===== config.mk =====
export PLATFORM = sky130hd
export DESIGN_NAME = gcd_ctrl
export DESIGN_NICKNAME = d
export VERILOG_FILES = /design/src/rtl/gcd_ctrl.sv
export SDC_FILE = /design/constraint.sdc
export NUM_CORES = 1
export LEC_CHECK = 0
export BUFFER_PORTS_ARGS = -buffer_cell sky130_fd_sc_hd__clkbuf_2
export CAP_MARGIN = 40
export CORE_MARGIN = 5
export CORE_UTILIZATION = 33
export CTS_CLUSTER_SIZE = 30
export DETAILED_ROUTE_END_ITERATION = 7
export PLACE_DENSITY = 0.46
export RECOVER_POWER = 50
export SYNTH_ARGS = -nofsm -noshare
export SYNTH_HDL_FRONTEND = slang
export SYNTH_SLANG_ARGS = --single-unit

===== constraint.sdc =====
create_clock -name clk -period 5.8 [get_ports clk]
set_input_delay 0 -clock clk [delete_from_list [all_inputs] [get_ports clk]]
set_output_delay 0 -clock clk [all_outputs]
set_load 0.005 [all_outputs]

===== src/rtl/gcd_ctrl.sv =====
// Subtractive GCD: N subtractions -> done pulse N+3 cycles after accept (2 if an operand is 0); define GCD_ITER_COUNT_EN for iter_cnt.
// Backpressure: start is only accepted in IDLE; requests while busy or done are dropped, not queued.
module gcd_ctrl #(
    parameter int WIDTH = 8
) (
    input  logic             clk,
    input  logic             rst,
    input  logic             start,
    input  logic [WIDTH-1:0] x_in,
    input  logic [WIDTH-1:0] y_in,
    output logic             busy,
    output logic             done,
`ifdef GCD_ITER_COUNT_EN
    output logic [WIDTH-1:0] iter_cnt,
`endif
    output logic [WIDTH-1:0] result
);

    typedef enum logic [1:0] {
        IDLE  = 2'd0,
        CHECK = 2'd1,
        RUN   = 2'd2,
        DONE  = 2'd3
    } state_t;

    state_t           state_q, state_d;
    logic [WIDTH-1:0] xr_q, xr_d;
    logic [WIDTH-1:0] yr_q, yr_d;
    logic [WIDTH-1:0] result_q, result_d;
    logic             busy_q, busy_d;
    logic             done_q, done_d;
    logic             neq;
    logic             x_gt_y;

`ifdef GCD_ITER_COUNT_EN
    logic [WIDTH-1:0] cnt_q, cnt_d;
    logic [WIDTH-1:0] iter_cnt_q, iter_cnt_d;
`endif

    assign neq    = (xr_q != yr_q);
    assign x_gt_y = (xr_q > yr_q);

    always_comb begin
        state_d  = state_q;
        xr_d     = xr_q;
        yr_d     = yr_q;
        result_d = result_q;
        busy_d   = busy_q;
        done_d   = 1'b0;
`ifdef GCD_ITER_COUNT_EN
        cnt_d      = cnt_q;
        iter_cnt_d = iter_cnt_q;
`endif
        case (state_q)
            IDLE: begin
                if (start) begin
                    xr_d    = x_in;
                    yr_d    = y_in;
                    busy_d  = 1'b1;
                    state_d = CHECK;
`ifdef GCD_ITER_COUNT_EN
                    cnt_d = '0;
`endif
                end
            end
            CHECK: begin
                if ((xr_q == '0) || (yr_q == '0)) begin
                    // gcd(a,0) = a; both zero yields 0
                    result_d = xr_q | yr_q;
                    busy_d   = 1'b0;
                    done_d   = 1'b1;
                    state_d  = DONE;
`ifdef GCD_ITER_COUNT_EN
                    iter_cnt_d = cnt_q;
`endif
                end else begin
                    state_d = RUN;
                end
            end
            RUN: begin
                if (!neq) begin
                    result_d = xr_q;
                    busy_d   = 1'b0;
                    done_d   = 1'b1;
                    state_d  = DONE;
`ifdef GCD_ITER_COUNT_EN
                    iter_cnt_d = cnt_q;
`endif
                end else begin
                    // larger operand is always the minuend, so no wrap
                    if (x_gt_y) xr_d = xr_q - yr_q;
                    else        yr_d = yr_q - xr_q;
`ifdef GCD_ITER_COUNT_EN
                    if (cnt_q != {WIDTH{1'b1}}) cnt_d = cnt_q + 1'b1;
`endif
                end
            end
            DONE: begin
                state_d = IDLE;
            end
            default: begin
                state_d = IDLE;
                busy_d  = 1'b0;
            end
        endcase
    end

    always_ff @(posedge clk or posedge rst) begin
        if (rst) begin
            state_q  <= IDLE;
            xr_q     <= '0;
            yr_q     <= '0;
            result_q <= '0;
            busy_q   <= 1'b0;
            done_q   <= 1'b0;
`ifdef GCD_ITER_COUNT_EN
            cnt_q      <= '0;
            iter_cnt_q <= '0;
`endif
        end else begin
            state_q  <= state_d;
            xr_q     <= xr_d;
            yr_q     <= yr_d;
            result_q <= result_d;
            busy_q   <= busy_d;
            done_q   <= done_d;
`ifdef GCD_ITER_COUNT_EN
            cnt_q      <= cnt_d;
            iter_cnt_q <= iter_cnt_d;
`endif
        end
    end

    assign busy   = busy_q;
    assign done   = done_q;
    assign result = result_q;
`ifdef GCD_ITER_COUNT_EN
    assign iter_cnt = iter_cnt_q;
`endif

endmodule

After elaboration in Yosys (flattened, before gate mapping)
Cells that the tools add are included.

storage, ports and cells
  bits in registers = 28
  input port bits = 19
  logic and storage cells = 54

operators by class
  add/sub/neg operators = 2
  $lt $le $gt $ge = 1
  equal/unequal tests = 10
  mux-type cells = 22
  bitwise operators = 1
  reduce and logical (&&, ||, !) cells = 12

operator list
  cell                                            count
  two-way mux 8 bit                               8
  one-hot mux 8 bit (2 select lines)              3
  zero test 8 bit                                 2
  subtractor 8 bit                                2
  inequality test 2 bit (second input constant)   6
  AND reduction 4 bit                             3
  > comparator 8 bit                              1
  inequality test 8 bit                           1
  OR 8 bit                                        1
  one-hot mux 2 bit (4 select lines)              1
  two-way mux 1 bit                               6
  == test 2 bit (second input constant)           2
  two-way mux 2 bit                               2
  nonzero test 2 bit                              2
  one-hot mux 1 bit (3 select lines)              1
  AND reduction 3 bit                             1
  nonzero test 3 bit                              1
  == test 2 x 1 -> 1 bit (second input constant)  1
  zero test 2 bit                                 1
  one-hot mux 1 bit (2 select lines)              1
  AND reduction 2 bit                             1
  logical OR 1 bit                                1

Logic depth before layout (Yosys ltp)
  depth after elaboration = 4
  depth in mapped cells = 8

Worst setup path after synthesis
No wires, ideal clock.

  path kind = flip-flop to flip-flop
  from = reg xr_q[0]
  to = reg xr_q[5]
  library setup time = 0.125 ns
  data arrival time = 2.317 ns
  setup slack = 3.358 ns
  stages on the path, launching flop included = 8
  path through = dfrtp_1 > inv_1 > ha_1 > fa_1 > nor3_1 > o311ai_2 > a41oi_1 > mux2_2

on the way
  longest elaborated chain between the ends = 4
  elaborated cells on any way between the ends = 9
  those cells by class = add/sub: 1; order compare: 1; eq/ne: 3; mux: 3; reduce/logical: 1

RTL lines
  item                                line  RTL
  start: declaration                  27    logic [WIDTH-1:0] xr_q, xr_d;
  start signal: assignment            122   xr_q <= xr_d;
  subtractor 8 bit                    91    if (x_gt_y) xr_d = xr_q - yr_q;
  two-way mux 8 bit                   91
  two-way mux 8 bit                   81    if (!neq) begin
  one-hot mux 8 bit (2 select lines)  54    case (state_q)

Parallel ways exist; a longest one is shown, timed or not. The select of a mux whose other input is x is not followed.
A chain may end at the register's enable or synchronous reset.

Worst setup path after layout
  from = reg xr_q[3]
  to = reg yr_q[6]

on the way
  longest elaborated chain between the ends = 4
  elaborated cells on any way between the ends = 9
  those cells by class = add/sub: 1; order compare: 1; eq/ne: 3; mux: 3; reduce/logical: 1

RTL lines
  item                                line  RTL
  subtractor 8 bit                    92    else yr_d = yr_q - xr_q;
  two-way mux 8 bit                   91
  two-way mux 8 bit                   81
  one-hot mux 8 bit (2 select lines)  54
  end signal: assignment              123   yr_q <= yr_d;
  end: declaration                    28    logic [WIDTH-1:0] yr_q, yr_d;

Parallel ways exist; a longest one is shown, timed or not. The select of a mux whose other input is x is not followed.

==> reports/metrics.yaml <==
clock_latency_ps: 280
slew_viol_final: 29
place_inst: 370
n_antenna_cell: 0
fin_area_mm2: 0.00262
setup_ws_ps: 2920
period_needed_ps: 2880
cts_tree: "yes"
worst_clock_skew_ps: 6.93
drive_above_1_share_pct: 19.6
grt_usage_pct: 14.4
stdcell_count: 377
critPathMaxFanout: 8
ff2ff_path_depth: 6
yosys_register_bits: 28
htreeDepth: 1
grt_pass1_wl_um: 9900
syn_nets: 301
switching_power_mw: 0.883
slowest_delay_ps: 630
core_mm2: 0.00679
yosys.area.top_type: "dfrtp_1"
fp-row-count: 30
slew_headroom_pct: -10.8
r2r_setup_slack_ps: 2920
cp.required_ps: 5980
post-place-ws_ps: 2970
syn_inst: 253
worstHoldPathCells: 3
syn2layout_area_growth_pct: 13.5
synth.top_cell.area_share_pct: 30.4
rsz0062_at_grt: "false"
wl_per_cell_um: 15.8
seq_area_frac_synth_pct: 30.4
vias: 1882
drt_iter0_drc: 111
start_kind: "register"
timing.setup.tns_ps: 0
finalHoldViolations: 0
status: "finished, violations left"
final_util_pct: 38.5
die_x_um: 93.6
ys_top_cells_by_area: "dfrtp_1 30%, ha_1 15%, mux2_2 7.3%"
cts_sinks: 28
power_density_mw_per_mm2: 673
clockBufferDepth: 2
pwr-share-comb_pct: 70.4
cts-root-buf: "clkbuf_8"
ys_async_sr_fraction_pct: 100
cts_buffers: 3
synth_common_cells: "28 x dfrtp_1, 28 x inv_1, 27 x ha_1"
dp_hpwl_um: 4600
cp_cell_sequence: "inv_1 -> ha_1 -> nor4_1 -> a21oi_1 -> a21oi_2 -> mux2_2"
place_congestion: 0.830
post_dp_cell_area_mm2: 0.00254
ys.warnings.count: 0
ys_types: 46
drt-pass1-iter-count: 4
routed_via_density: 4.99
start_util_pct: 33.9
nets: 330
synth-edff-count: 0
grt_pass1_vias: 1887
clk_pin_slew_worst_paths_ps: 110
internal-power_mw: 0.878
wl_um: 5960
antenna_found_initial: 0
hold_slack_ps: 10.0
path_class: "reg -> reg"
drcViolationCount: 0
violations: "max-capacitance violations, max-slew violations"
design.die.area_mm2: 0.00876
drtAntennaViolNets: 0
min_path_type: "in -> reg"
grt_overflow: 0
cp_slowest_cell: "nor4_1"
peakVddDrop_v: 0.000210
total_power_mw: 1.76
arrival_ps: 3060
die_h_um: 93.6
portBuffers: 28
seq_power_share_pct: 22.3
endpoint_kind: "register"
maxCapViolations: 1
syn_area_per_cell_um2: 9.11
tightest_slew_ps: 1660
fin_crit_sh_pct: 49.7
switching_share_pct: 50.1
finalSetupViolCount: 0
leakagePower_nw: 1.18
io_pins: 29
synth_ff_type: "dfrtp_1"
grt_start_max_net_pins: 42
synth_area_mm2: 0.00230
max_freq_mhz: 347
clock_power_share_pct: 7.3
[cell usage in the layout (no fill, tap or decap), types with 2 or more instances in the layout]
cell type      instances
nor2_1                13
mux2_2                15
nand3b_1               2
o2bb2ai_1              2
ha_1                  27
and3_1                 5
nor3_1                 6
a31oi_1                3
or4_1                  4
dfrtp_1               28
o21ai_0               16
a21oi_1               16
mux2i_1                6
a311oi_1               2
nor2b_1                4
clkbuf_8               4
clkbuf_2              27
nand3_1                8
nand2_1               17
inv_1                 28
a221oi_1               3
a211o_1                3
fa_1                   2
a2bb2oi_1              2
dlygate4sd3_1          3
o21bai_1               2
xnor2_1                6
nor4_1                 6
clkbuf_1               2
[area by class of cell]
| type | instances | area [um2] |
|---|---|---|
| inverters | 28 | 105 |
| multi-input cells | 188 | 1460 |
| fillers | 697 | 4180 |
| well taps | 96 | 120 |
| repair buffers | 33 | 180 |
| flip-flops and latches | 28 | 701 |
| clock buffers | 4 | 55.1 |
[kinds of logic (layout without fill, tap and decap cells)]
family | count (synthesis) | count (layout) | share of synthesized area [%]
compound gates | 66 | 66 | 20.3
mux | 21 | 21 | 9.93
fa+ha+maj | 29 | 29 | 16.4
xor+xnor | 6 | 6 | 2.28
flops | 28 | 28 | 30.4
buf+inv | 37 | 65 | 6.46
simple gates | 66 | 66 | 14.2
[critical path: cells and delay by family (launching register included)]
family	cells	cell delay, ps
buffers and inverters	1	100
flip-flops	1	430
adder cells (fa/ha/maj)	1	430
multiplexers	1	400
AO/OA/AOI/OAI	2	780
AND/OR/NAND/NOR	1	630
[path summary, 6_finish.rpt]
kind,from,endpoint
worst max-delay path,xr_q[3],yr_q[6]
worst min-delay path,y_in[2],yr_q[2]
worst max register to register,xr_q[3],yr_q[6]
worst min register to register,result[7],result[7]
max in group asynchronous,rst,xr_q[2]
min in group asynchronous,rst,xr_q[6]
[state kept, by name, indices dropped and copies added (netlist names)]
name     flops
busy         1
state_q      2
yr_q         8
result       8
xr_q         8
done         1
[power by group through the flow]
stage / sequential [mW] / clock [mW] / combinational [mW]
floorplan: 0.373 / 0 / 0.963
global placement: 0.401 / 0 / 1.25
detailed placement: 0.401 / 0 / 1.24
CTS: 0.396 / 0.135 / 1.25
global route: 0.412 / 0.139 / 1.40
finish: 0.393 / 0.128 / 1.24
[metal layers]
| metal | track usage, % | vias up | part of all wire (%) | wire length (um) |
|---|---|---|---|---|
| met4 | 3.85 | 0 | 1.4 | 86 |
| met2 | 24.1 | 32 | 46 | 2760 |
| met3 | 1.61 | 7 | 4.0 | 238 |
| met5 | 0 | - | 0 | 0 |
| met1 | 19.8 | 876 | 48 | 2870 |
| li1 | - | 967 | - | - |
[repair_timing]
item                      CTS  global route
gates resized for setup     0             0
buffers inserted            0             0
hold buffers                3             0
hold endpoints to repair   30             0
Note: power is estimated with default switching activity, not from simulation.
